**config.mk**
```make
export PLATFORM = sky130hd
export DESIGN_NAME = throw_sequencer
export DESIGN_NICKNAME = d
export VERILOG_FILES = /design/src/rtl/bowling_pkg.sv /design/src/rtl/throw_sequencer_power_meter.sv /design/src/rtl/throw_sequencer.sv
export SDC_FILE = /design/constraint.sdc
export NUM_CORES = 1
export LEC_CHECK = 0
export CORE_UTILIZATION = 25
export CTS_BUF_LIST = sky130_fd_sc_hd__clkbuf_2 sky130_fd_sc_hd__clkbuf_4 sky130_fd_sc_hd__clkbuf_8
export DETAILED_ROUTE_END_ITERATION = 6
export DONT_BUFFER_PORTS = 1
export PLACE_DENSITY = 0.44
export SYNTH_ARGS = -nofsm -noshare
export SYNTH_HDL_FRONTEND = slang
export SYNTH_SLANG_ARGS = --single-unit
export TNS_END_PERCENT = 10
```
**constraint.sdc**
```tcl
create_clock -name clk -period 2.1 [get_ports clk]
set_clock_uncertainty 0.1 [all_clocks]
set_input_delay 0.42 -clock clk [delete_from_list [all_inputs] [get_ports clk]]
set_output_delay 0.42 -clock clk [all_outputs]
set_load 0.005 [all_outputs]
```
**src/rtl/bowling_pkg.sv**
```systemverilog
// ---------------------------------------------------------------------------
// bowling_pkg
//   Shared definitions for the bowling game blocks:
//     state_e      encoded throw/game FSM state (IDLE=0 .. GAME_OVER=6)
//     ARROW_*      aim-arrow position range and centre
//     PINS_MAX     pins in a full rack
//     sat_pins()   clamp a reported pin count to PINS_MAX
// ---------------------------------------------------------------------------
package bowling_pkg;

  typedef enum logic [2:0] {
    ST_IDLE      = 3'd0,
    ST_AIM       = 3'd1,
    ST_POWER     = 3'd2,
    ST_LAUNCH    = 3'd3,
    ST_ROLLING   = 3'd4,
    ST_SCORE     = 3'd5,
    ST_GAME_OVER = 3'd6
  } state_e;

  localparam logic [3:0] ARROW_MIN    = 4'd1;
  localparam logic [3:0] ARROW_MAX    = 4'd9;
  localparam logic [3:0] ARROW_CENTER = 4'd5;
  localparam logic [3:0] PINS_MAX     = 4'd10;

  // The ball model may report garbage above a full rack; treat it as a strike.
  function automatic logic [3:0] sat_pins(input logic [3:0] p);
    return (p > PINS_MAX) ? PINS_MAX : p;
  endfunction

endpackage

```
**src/rtl/throw_sequencer_power_meter.sv**
```systemverilog
// ---------------------------------------------------------------------------
// power_meter
//   Ping-pong counter 1..PWR_MAX used as the throw power gauge.
//   Ports:
//     clk, reset  clock, synchronous active-high reset (power -> 1, rising)
//     load        restart at 1, counting up (has priority over everything)
//     en          advance one step (one tick)
//     freeze      suppress the step this cycle (confirm wins over tick)
//     power       current gauge value
//   The direction flips on the step that leaves an endpoint, so neither
//   endpoint is ever shown for two consecutive steps. PWR_MAX must be >= 2
//   for the gauge to move; with PWR_MAX == 1 it simply stays at 1.
// ---------------------------------------------------------------------------
module power_meter #(
  parameter int PWR_MAX = 9
) (
  input  logic       clk,
  input  logic       reset,
  input  logic       load,
  input  logic       en,
  input  logic       freeze,
  output logic [3:0] power
);

  localparam logic [3:0] MAX_L = 4'(PWR_MAX);

  logic [3:0] power_q, power_d;
  logic       up_q, up_d;

  always_comb begin
    power_d = power_q;
    up_d    = up_q;
    if (load) begin
      power_d = 4'd1;
      up_d    = 1'b1;
    end else if (en && !freeze && (MAX_L > 4'd1)) begin
      if (up_q) begin
        if (power_q >= MAX_L) begin
          power_d = power_q - 4'd1;
          up_d    = 1'b0;
        end else begin
          power_d = power_q + 4'd1;
        end
      end else begin
        if (power_q <= 4'd1) begin
          power_d = power_q + 4'd1;
          up_d    = 1'b1;
        end else begin
          power_d = power_q - 4'd1;
        end
      end
    end
  end

  always_ff @(posedge clk) begin
    if (reset) begin
      power_q <= 4'd1;
      up_q    <= 1'b1;
    end else begin
      power_q <= power_d;
      up_q    <= up_d;
    end
  end

  assign power = power_q;

endmodule

```
**src/rtl/throw_sequencer.sv**
```systemverilog
// ---------------------------------------------------------------------------
// throw_sequencer
//   Controller for one bowling throw plus the frame/roll bookkeeping of a
//   game. Gates aim requests to the arrow FSM, runs the power gauge, issues
//   the launch strobe, waits for the ball model and scores the roll.
//
//   Handshake: all request inputs (btn_*, tick, ball_done) are single-cycle
//   pulses sampled on the rising clk edge; there is no back-pressure. A
//   pulse arriving in a state that does not consume it is dropped.
//
//   Ports:
//     clk, reset        clock, synchronous active-high reset (-> IDLE)
//     tick              slow enable pulse (power gauge, roll timeout, sweep)
//     btn_left/right    aim requests; btn_confirm advances IDLE/AIM/POWER/
//                       GAME_OVER
//     x_pos             arrow position from the arrow FSM (1..9)
//     ball_done         roll finished; pins_down valid with it
//     arrow_left/right  combinational strobes to the arrow FSM (AIM only)
//     aim_pos, power    latched aim, live/latched power
//     launch            registered, high while state == LAUNCH
//     frame, roll       game progress (frame 1..NUM_FRAMES, roll 0/1)
//     game_over         high in GAME_OVER
//     state             encoded FSM state for display/debug
//
//   Build option AUTO_SWEEP_EN: when defined, the block sweeps the arrow
//   itself (one strobe per tick, bouncing between ARROW_MIN and ARROW_MAX)
//   and ignores btn_left/btn_right. Otherwise aiming is manual.
// ---------------------------------------------------------------------------
module throw_sequencer
  import bowling_pkg::*;
#(
  parameter int NUM_FRAMES   = 10,
  parameter int PWR_MAX      = 9,
  parameter int ROLL_TIMEOUT = 15
) (
  input  logic       clk,
  input  logic       reset,
  input  logic       tick,
  input  logic       btn_left,
  input  logic       btn_right,
  input  logic       btn_confirm,
  input  logic [3:0] x_pos,
  input  logic       ball_done,
  input  logic [3:0] pins_down,
  output logic       arrow_left,
  output logic       arrow_right,
  output logic [3:0] aim_pos,
  output logic [3:0] power,
  output logic       launch,
  output logic [3:0] frame,
  output logic       roll,
  output logic       game_over,
  output logic [2:0] state
);

  localparam int         CNT_W     = $clog2(ROLL_TIMEOUT + 1);
  localparam logic [3:0] LAST_FRM  = 4'(NUM_FRAMES);
  localparam logic [CNT_W-1:0] TO_LAST = CNT_W'(ROLL_TIMEOUT - 1);

  state_e           state_q, state_d;
  logic [3:0]       aim_q, aim_d;
  logic [3:0]       frame_q, frame_d;
  logic             roll_q, roll_d;
  logic [3:0]       pins_q, pins_d;
  logic [CNT_W-1:0] cnt_q, cnt_d;
  logic             launch_q, launch_d;
  logic             game_over_q, game_over_d;
  logic             meter_load;
  logic             meter_en;

  // -------------------------------------------------------------------------
  // Next-state and datapath
  // -------------------------------------------------------------------------
  always_comb begin
    state_d    = state_q;
    aim_d      = aim_q;
    frame_d    = frame_q;
    roll_d     = roll_q;
    pins_d     = pins_q;
    cnt_d      = cnt_q;
    meter_load = 1'b0;

    case (state_q)
      ST_IDLE: begin
        if (btn_confirm) state_d = ST_AIM;
      end

      ST_AIM: begin
        // x_pos still reflects the position before any same-cycle strobe.
        if (btn_confirm) begin
          aim_d      = x_pos;
          meter_load = 1'b1;
          state_d    = ST_POWER;
        end
      end

      ST_POWER: begin
        if (btn_confirm) state_d = ST_LAUNCH;
      end

      ST_LAUNCH: begin
        cnt_d   = '0;
        state_d = ST_ROLLING;
      end

      ST_ROLLING: begin
        if (tick) cnt_d = cnt_q + 1'b1;
        // ball_done takes priority over a timeout landing in the same cycle.
        if (ball_done) begin
          pins_d  = sat_pins(pins_down);
          state_d = ST_SCORE;
        end else if (tick && (cnt_q == TO_LAST)) begin
          pins_d  = 4'd0;
          state_d = ST_SCORE;
        end
      end

      ST_SCORE: begin
        if (!roll_q && (pins_q != PINS_MAX)) begin
          roll_d  = 1'b1;
          state_d = ST_AIM;
        end else begin
          roll_d = 1'b0;
          if (frame_q == LAST_FRM) begin
            state_d = ST_GAME_OVER;
          end else begin
            frame_d = frame_q + 4'd1;
            state_d = ST_AIM;
          end
        end
      end

      ST_GAME_OVER: begin
        if (btn_confirm) begin
          frame_d = 4'd1;
          roll_d  = 1'b0;
          state_d = ST_IDLE;
        end
      end

      default: state_d = ST_IDLE;
    endcase

    // Registered outputs follow the state being entered.
    launch_d    = (state_d == ST_LAUNCH);
    game_over_d = (state_d == ST_GAME_OVER);
  end

  always_ff @(posedge clk) begin
    if (reset) begin
      state_q     <= ST_IDLE;
      aim_q       <= ARROW_CENTER;
      frame_q     <= 4'd1;
      roll_q      <= 1'b0;
      pins_q      <= 4'd0;
      cnt_q       <= '0;
      launch_q    <= 1'b0;
      game_over_q <= 1'b0;
    end else begin
      state_q     <= state_d;
      aim_q       <= aim_d;
      frame_q     <= frame_d;
      roll_q      <= roll_d;
      pins_q      <= pins_d;
      cnt_q       <= cnt_d;
      launch_q    <= launch_d;
      game_over_q <= game_over_d;
    end
  end

  // -------------------------------------------------------------------------
  // Power gauge: restarts on entry to POWER, steps on tick while in POWER,
  // and a confirm in POWER holds the pre-tick value. Outside POWER it holds.
  // -------------------------------------------------------------------------
  assign meter_en = tick && (state_q == ST_POWER);

  power_meter #(
    .PWR_MAX (PWR_MAX)
  ) u_power_meter (
    .clk    (clk),
    .reset  (reset),
    .load   (meter_load),
    .en     (meter_en),
    .freeze (btn_confirm),
    .power  (power)
  );

  // -------------------------------------------------------------------------
  // Arrow strobes
  // -------------------------------------------------------------------------
`ifdef AUTO_SWEEP_EN
  logic sweep_right_q, sweep_right_d;
  logic sweep_go_right;
  logic unused_btns;

  assign unused_btns = btn_left ^ btn_right;

  always_comb begin
    // Bounce off the end the arrow has reached before choosing the strobe.
    sweep_go_right = sweep_right_q;
    if (sweep_right_q && (x_pos >= ARROW_MAX)) begin
      sweep_go_right = 1'b0;
    end else if (!sweep_right_q && (x_pos <= ARROW_MIN)) begin
      sweep_go_right = 1'b1;
    end

    sweep_right_d = sweep_right_q;
    arrow_left    = 1'b0;
    arrow_right   = 1'b0;
    if ((state_q == ST_AIM) && tick) begin
      arrow_right   = sweep_go_right;
      arrow_left    = !sweep_go_right;
      sweep_right_d = sweep_go_right;
    end
    if ((state_d == ST_AIM) && (state_q != ST_AIM)) sweep_right_d = 1'b1;
  end

  always_ff @(posedge clk) begin
    if (reset) sweep_right_q <= 1'b1;
    else       sweep_right_q <= sweep_right_d;
  end
`else
  always_comb begin
    arrow_left  = 1'b0;
    arrow_right = 1'b0;
    if (state_q == ST_AIM) begin
      // Left wins when both requests arrive together.
      arrow_left  = btn_left;
      arrow_right = btn_right && !btn_left;
    end
  end
`endif

  assign aim_pos   = aim_q;
  assign launch    = launch_q;
  assign frame     = frame_q;
  assign roll      = roll_q;
  assign game_over = game_over_q;
  assign state     = state_q;

endmodule

```
### Yosys cells after proc, flatten, opt, wreduce, memory -nomap -nowiden

Index checks and enable logic that the tools add are counted.

* register bits after elaboration: 27
* input port bits: 15
* output and inout port bits: 20
* logic and storage cells: 81

* add/sub/neg operators: 4
* order comparisons: 3
* equality and inequality tests: 15
* muxes and demuxes: 31
* reduce and logical (&&, ||, !) cells: 18

Operators with widths (count)
* two-way mux 4 bit: 10
* two-way mux 3 bit: 8
* case mux 3 bit (7 select lines): 1
* case mux 4 bit (2 select lines): 2
* adder 4 x 1 -> 4 bit (second input constant): 3
* == test 3 bit (second input constant): 4
* == test 3 x 2 -> 1 bit (second input constant): 3
* two-way mux 1 bit: 9
* == test 4 bit (second input constant): 2
* inequality test 2 bit (second input constant): 4
* AND reduction 2 bit: 4
* nonzero test 2 bit: 3
* logical AND 1 bit: 5
* >= comparator 4 bit (second input constant): 1
* greater-than comparator 4 bit (second input constant): 1
* less-or-equal comparator 4 x 1 -> 1 bit (second input constant): 1
* inequality test 4 bit (second input constant): 1
* AND reduction 4 bit: 1
* subtractor 4 x 1 -> 4 bit (second input constant): 1
* == test 3 x 1 -> 1 bit (second input constant): 1
* zero test 1 bit: 3
* zero test 3 bit: 1
* case mux 1 bit (2 select lines): 1
* OR reduction 2 bit: 1

### Depth between registers and ports, before layout

* depth in word-level cells: 6
* gate-level depth with buffers: 6
* gate-level depth less buffers: 6

### By module

Synthesis repeated with hierarchy kept, for this count alone.

* cell total of the unflattened synthesis: 171
* area total of the unflattened synthesis: 1519.0 um^2

Modules (own cells, without submodules)
* throw_sequencer: times used 1, cells each 128, area each 1171.1 um^2, sequential area each 440.4 um^2
* power_meter: times used 1, cells each 43, area each 347.8 um^2, sequential area each 100.1 um^2

### Worst setup path before layout

No wires, ideal clock.

* path type: reg-to-reg
* start: reg cnt_q[0]
* end: reg game_over_q (netlist: game_over)
* setup time: 0.060 ns
* data arrival time: 1.430 ns
* data required time: 1.940 ns
* path slack: 0.510 ns
* stages on the path, launching flop included: 7
* path buffers: 0
* clock period less this slack: 1.590 ns
* path through: dfxtp_1 -> inv_1 -> ha_1 -> a41o_1 -> and2_0 -> a221oi_1 -> and3b_1

* longest elaborated chain between the ends: 6

Ends and longest elaborated chain
* from (decl): RTL line throw_sequencer.sv:65 `logic [CNT_W-1:0] cnt_q, cnt_d;`
* from (signal assigned): RTL line throw_sequencer.sv:165 `cnt_q <= cnt_d;`
* == test 4 bit: RTL line throw_sequencer.sv:112 `end else if (tick && (cnt_q == TO_LAST)) begin`
* logical AND 1 bit: RTL line throw_sequencer.sv:112
* two-way mux 3 bit: RTL line throw_sequencer.sv:112
* two-way mux 3 bit: RTL line throw_sequencer.sv:109 `if (ball_done) begin`
* case mux 3 bit (7 select lines): RTL line throw_sequencer.sv:83 `case (state_q)`
* == test 3 bit: RTL line throw_sequencer.sv:146 `game_over_d = (state_d == ST_GAME_OVER);`
* to (signal assigned): RTL line throw_sequencer.sv:167 `game_over_q <= game_over_d;`
* to (decl): RTL line throw_sequencer.sv:67 `logic game_over_q, game_over_d;`

No other way between the ends.
A chain may end at the register's enable or synchronous reset.

### Worst setup path in the final report

* start: reg state_q[2] (netlist: state[2])
* end: reg pins_q[1]

* longest elaborated chain between the ends: 2

Ends and longest elaborated chain
* from (decl): RTL line throw_sequencer.sv:60 `state_e state_q, state_d;`
* from (signal assigned): RTL line throw_sequencer.sv:160 `state_q <= state_d;`
* == test 3 bit: RTL line throw_sequencer.sv:83
* AND reduction 2 bit (no source line)
* to (signal assigned): RTL line throw_sequencer.sv:164 `pins_q <= pins_d;`
* to (decl): RTL line throw_sequencer.sv:64 `logic [3:0] pins_q, pins_d;`

No other way between the ends.

==> impl_metrics.json <==
{
  "seq_area_um2": 542,
  "maxSlewViolCount": 0,
  "synth_top_cell_area_share": 0.362,
  "fill_cells": 605,
  "synth_xor_area_frac": 0.0294,
  "power.density_nw_per_um2": 587,
  "netlist_top_cells_area": "dfxtp_1 36%, ha_1 5.9%, a21oi_1 4.7%",
  "synth_ff_type": "dfxtp_1",
  "synthAdderAreaFrac": 0.0587,
  "synth.avg_cell_area_um2": 8.83,
  "seqPwrFrac": 0.582,
  "sw_frac_of_total": 0.243,
  "path_clk_slew_ns": 0.09,
  "cp_slowest_cell": "dfxtp_1",
  "cts_root_buf": "clkbuf_8",
  "clock_path_buffers": 2,
  "yosysUniqueCellTypes": 51,
  "p_switching_mw": 0.230,
  "clock-sinks": 27,
  "synth_top_family_by_area": "simple AND/OR/NAND/NOR gates",
  "die_h_um": 79.2,
  "routabilityCongestion": 0.751,
  "final-setup-viol-count": 0,
  "cp_slowest_stage_delay_ns": 0.61,
  "wl_per_cell_um": 14.6,
  "crit_path_start_kind": "register",
  "dieArea_um2": 6280,
  "hp-class": "primary input to register",
  "fin_cells": 238,
  "die_w_um": 79.2,
  "hold_slack_ns": 0.109,
  "detailed_place_hpwl_um": 2500,
  "drcViolationCount": 0,
  "core_um2": 5640,
  "vias": 1236,
  "ir_drop_uv": 203,
  "first_global_vias": 1192,
  "synth_seq_cells": 27,
  "hold_violations": 0,
  "critical_path_class": "register to register",
  "overflow": 0,
  "synth_seq_area_share": 0.362,
  "cts_buffers": 3,
  "postCtsSetupRepairBufs": 0,
  "grt_max_degree": 20,
  "synth.most_common_cell": "dfxtp_1",
  "synth_edf_count": 0,
  "synth_simple_gate_area_frac": 0.246,
  "yosys.area.top_type": "dfxtp_1",
  "synthArstFlopShare": 0,
  "clock.fmax_mhz": 526,
  "worstPathArrival_ns": 1.97,
  "vias_per_cell": 5.19,
  "diodes": 0,
  "crit_chain": "nor3b_2 > nand2_1 > a32oi_1 > nor2_1",
  "initial_core_util": 0.264,
  "multiInputGateArea_um2": 888,
  "setup_tns_ns": 0,
  "cts_hold_buf": 0,
  "syn-instance-count": 169,
  "crit_buf_inv": 0,
  "p_leak_nw": 0.578,
  "syn_to_final_growth_pct": 7.97,
  "core.rowCount": 27,
  "antenna_found_initial": 0,
  "drive_gt1_frac": 0.0783,
  "synth_area_um2": 1490,
  "p_int_mw": 0.715,
  "drv_cap": 0,
  "fin_crit_sh": 0.904,
  "drt_iter0_drc": 64,
  "ant_nets": 0,
  "critPathRequiredTime_ns": 2.17,
  "yosysWarningCount": 0,
  "fin_nets": 189,
  "muxShareOfSynthArea": 0.0344,
  "syn_nets": 191,
  "synth-compound-area-share": 0.223,
  "tightestPinTransition_ns": 0.541,
  "dp.cells": 234,
  "rrSetupSlack_ns": 0.20,
  "min_period_ns": 1.90,
  "rsz0062_at_grt": "false",
  "io_pins": 35,
  "critPathTopFamily": "simple AND/OR/NAND/NOR gates",
  "htreeDepth": 1,
  "clock_latency_ns": 0.27,
  "crit_fanout": 14,
  "synth_commonest_cells": "27 x dfxtp_1, 16 x nor2_1, 14 x a21oi_1",
  "grt_use_total": 0.119,
  "worst_setup_path_end_kind": "register",
  "combinationalPowerShare": 0.087,
  "wirelength_um": 3470,
  "status": "complete, no violations",
  "cts_tree": "done",
  "pwr-share-clk": 0.332,
  "max_slew_margin": 0.638,
  "grt_pass1_wl_um": 5810,
  "first_pass_iters": 4,
  "port_buffers": 0
}
[final cells by class]
type / instances / share of cell area
Inverter: 7 / 0.0163
Clock buffer: 4 / 0.0303
Sequential cell: 27 / 0.336
Tap cell: 72 / 0.0559
Multi-Input combinational cell: 126 / 0.552
Timing Repair Buffer: 2 / 0.00932
[registers in the layout, summed over array words and instances (netlist names)]
signal	count
game_over	1
launch	1
state	3
frame	4
cnt_q	4
u_power_meter.up_q	1
u_power_meter.power	4
roll	1
aim_pos	4
pins_q	4
[power groups by stage]
stage | Combinational, mW | Clock [mW] | Sequential, mW
6_report | 0.0820 | 0.313 | 0.549
5_1_grt | 0.0922 | 0.364 | 0.553
4_1_cts | 0.0828 | 0.333 | 0.549
3_5_place_dp | 0.0823 | 0 | 0.561
3_3_place_gp | 0.0813 | 0 | 0.560
2_1_floorplan | 0.0798 | 0 | 0.547
[repair_timing]
item,CTS,global route
setup endpoints to repair,0,1
endpoints found under the hold margin,0,0
gates resized for setup,0,1
[kinds of logic after synthesis]
group / count (synthesis)
flops: 27
mux: 5
xor+xnor: 5
simple gates: 62
buf+inv: 16
fa+ha+maj: 7
compound gates: 47
[worst paths after layout]
path,from,endpoint,cells after the start
worst min register to register,pins_q[2],pins_q[2],2
worst min-delay path,reset,pins_q[2],1
worst max-delay path,state[2],pins_q[1],4
worst max register to register,state[2],pins_q[1],4
[routing by layer]
metal / share of wire / global-route usage
met1: 0.48 / 0.153
met2: 0.45 / 0.184
met3: 0.062 / 0.0425
met4: 0.0092 / 0.0400
met5: 0 / 0
[through the flow]
step | area, um^2 | total power [mW] | setup WS (ns) | util
final | 1610 | 0.945 | 0.201 | 0.285
after global placement | 1560 | 0.641 | 0.355 | 0.277
after CTS | 1610 | 0.965 | 0.0971 | 0.285
after detailed placement | 1560 | 0.643 | 0.264 | 0.277
after floorplan | 1490 | 0.626 | 0.510 | -
after global routing | 1610 | 1.01 | 0.0340 | 0.285
[cell usage in the layout (no fill, tap or decap), drive strengths merged, types with 2 or more instances in the layout]
master	Yosys	routed
dfxtp	27	27
nor2	16	16
a21oi	14	14
inv	7	7
nand2b	7	7
ha	7	7
o21ai	7	7
nor2b	6	6
nand2	6	6
nand3	6	6
mux2i	4	4
clkbuf	4	4
a211o	3	3
xor2	3	3
and3b	3	3
o211ai	3	3
o21bai	2	2
and3	2	2
o21a	2	2
o221ai	2	2
nor3	2	2
o2111ai	2	2
a211oi	2	2
nand4bb	2	2
xnor2	2	2
a32oi	2	2
or3	2	2
buf	5	2
nor3b	2	2
(Power assumes the default switching activity.)
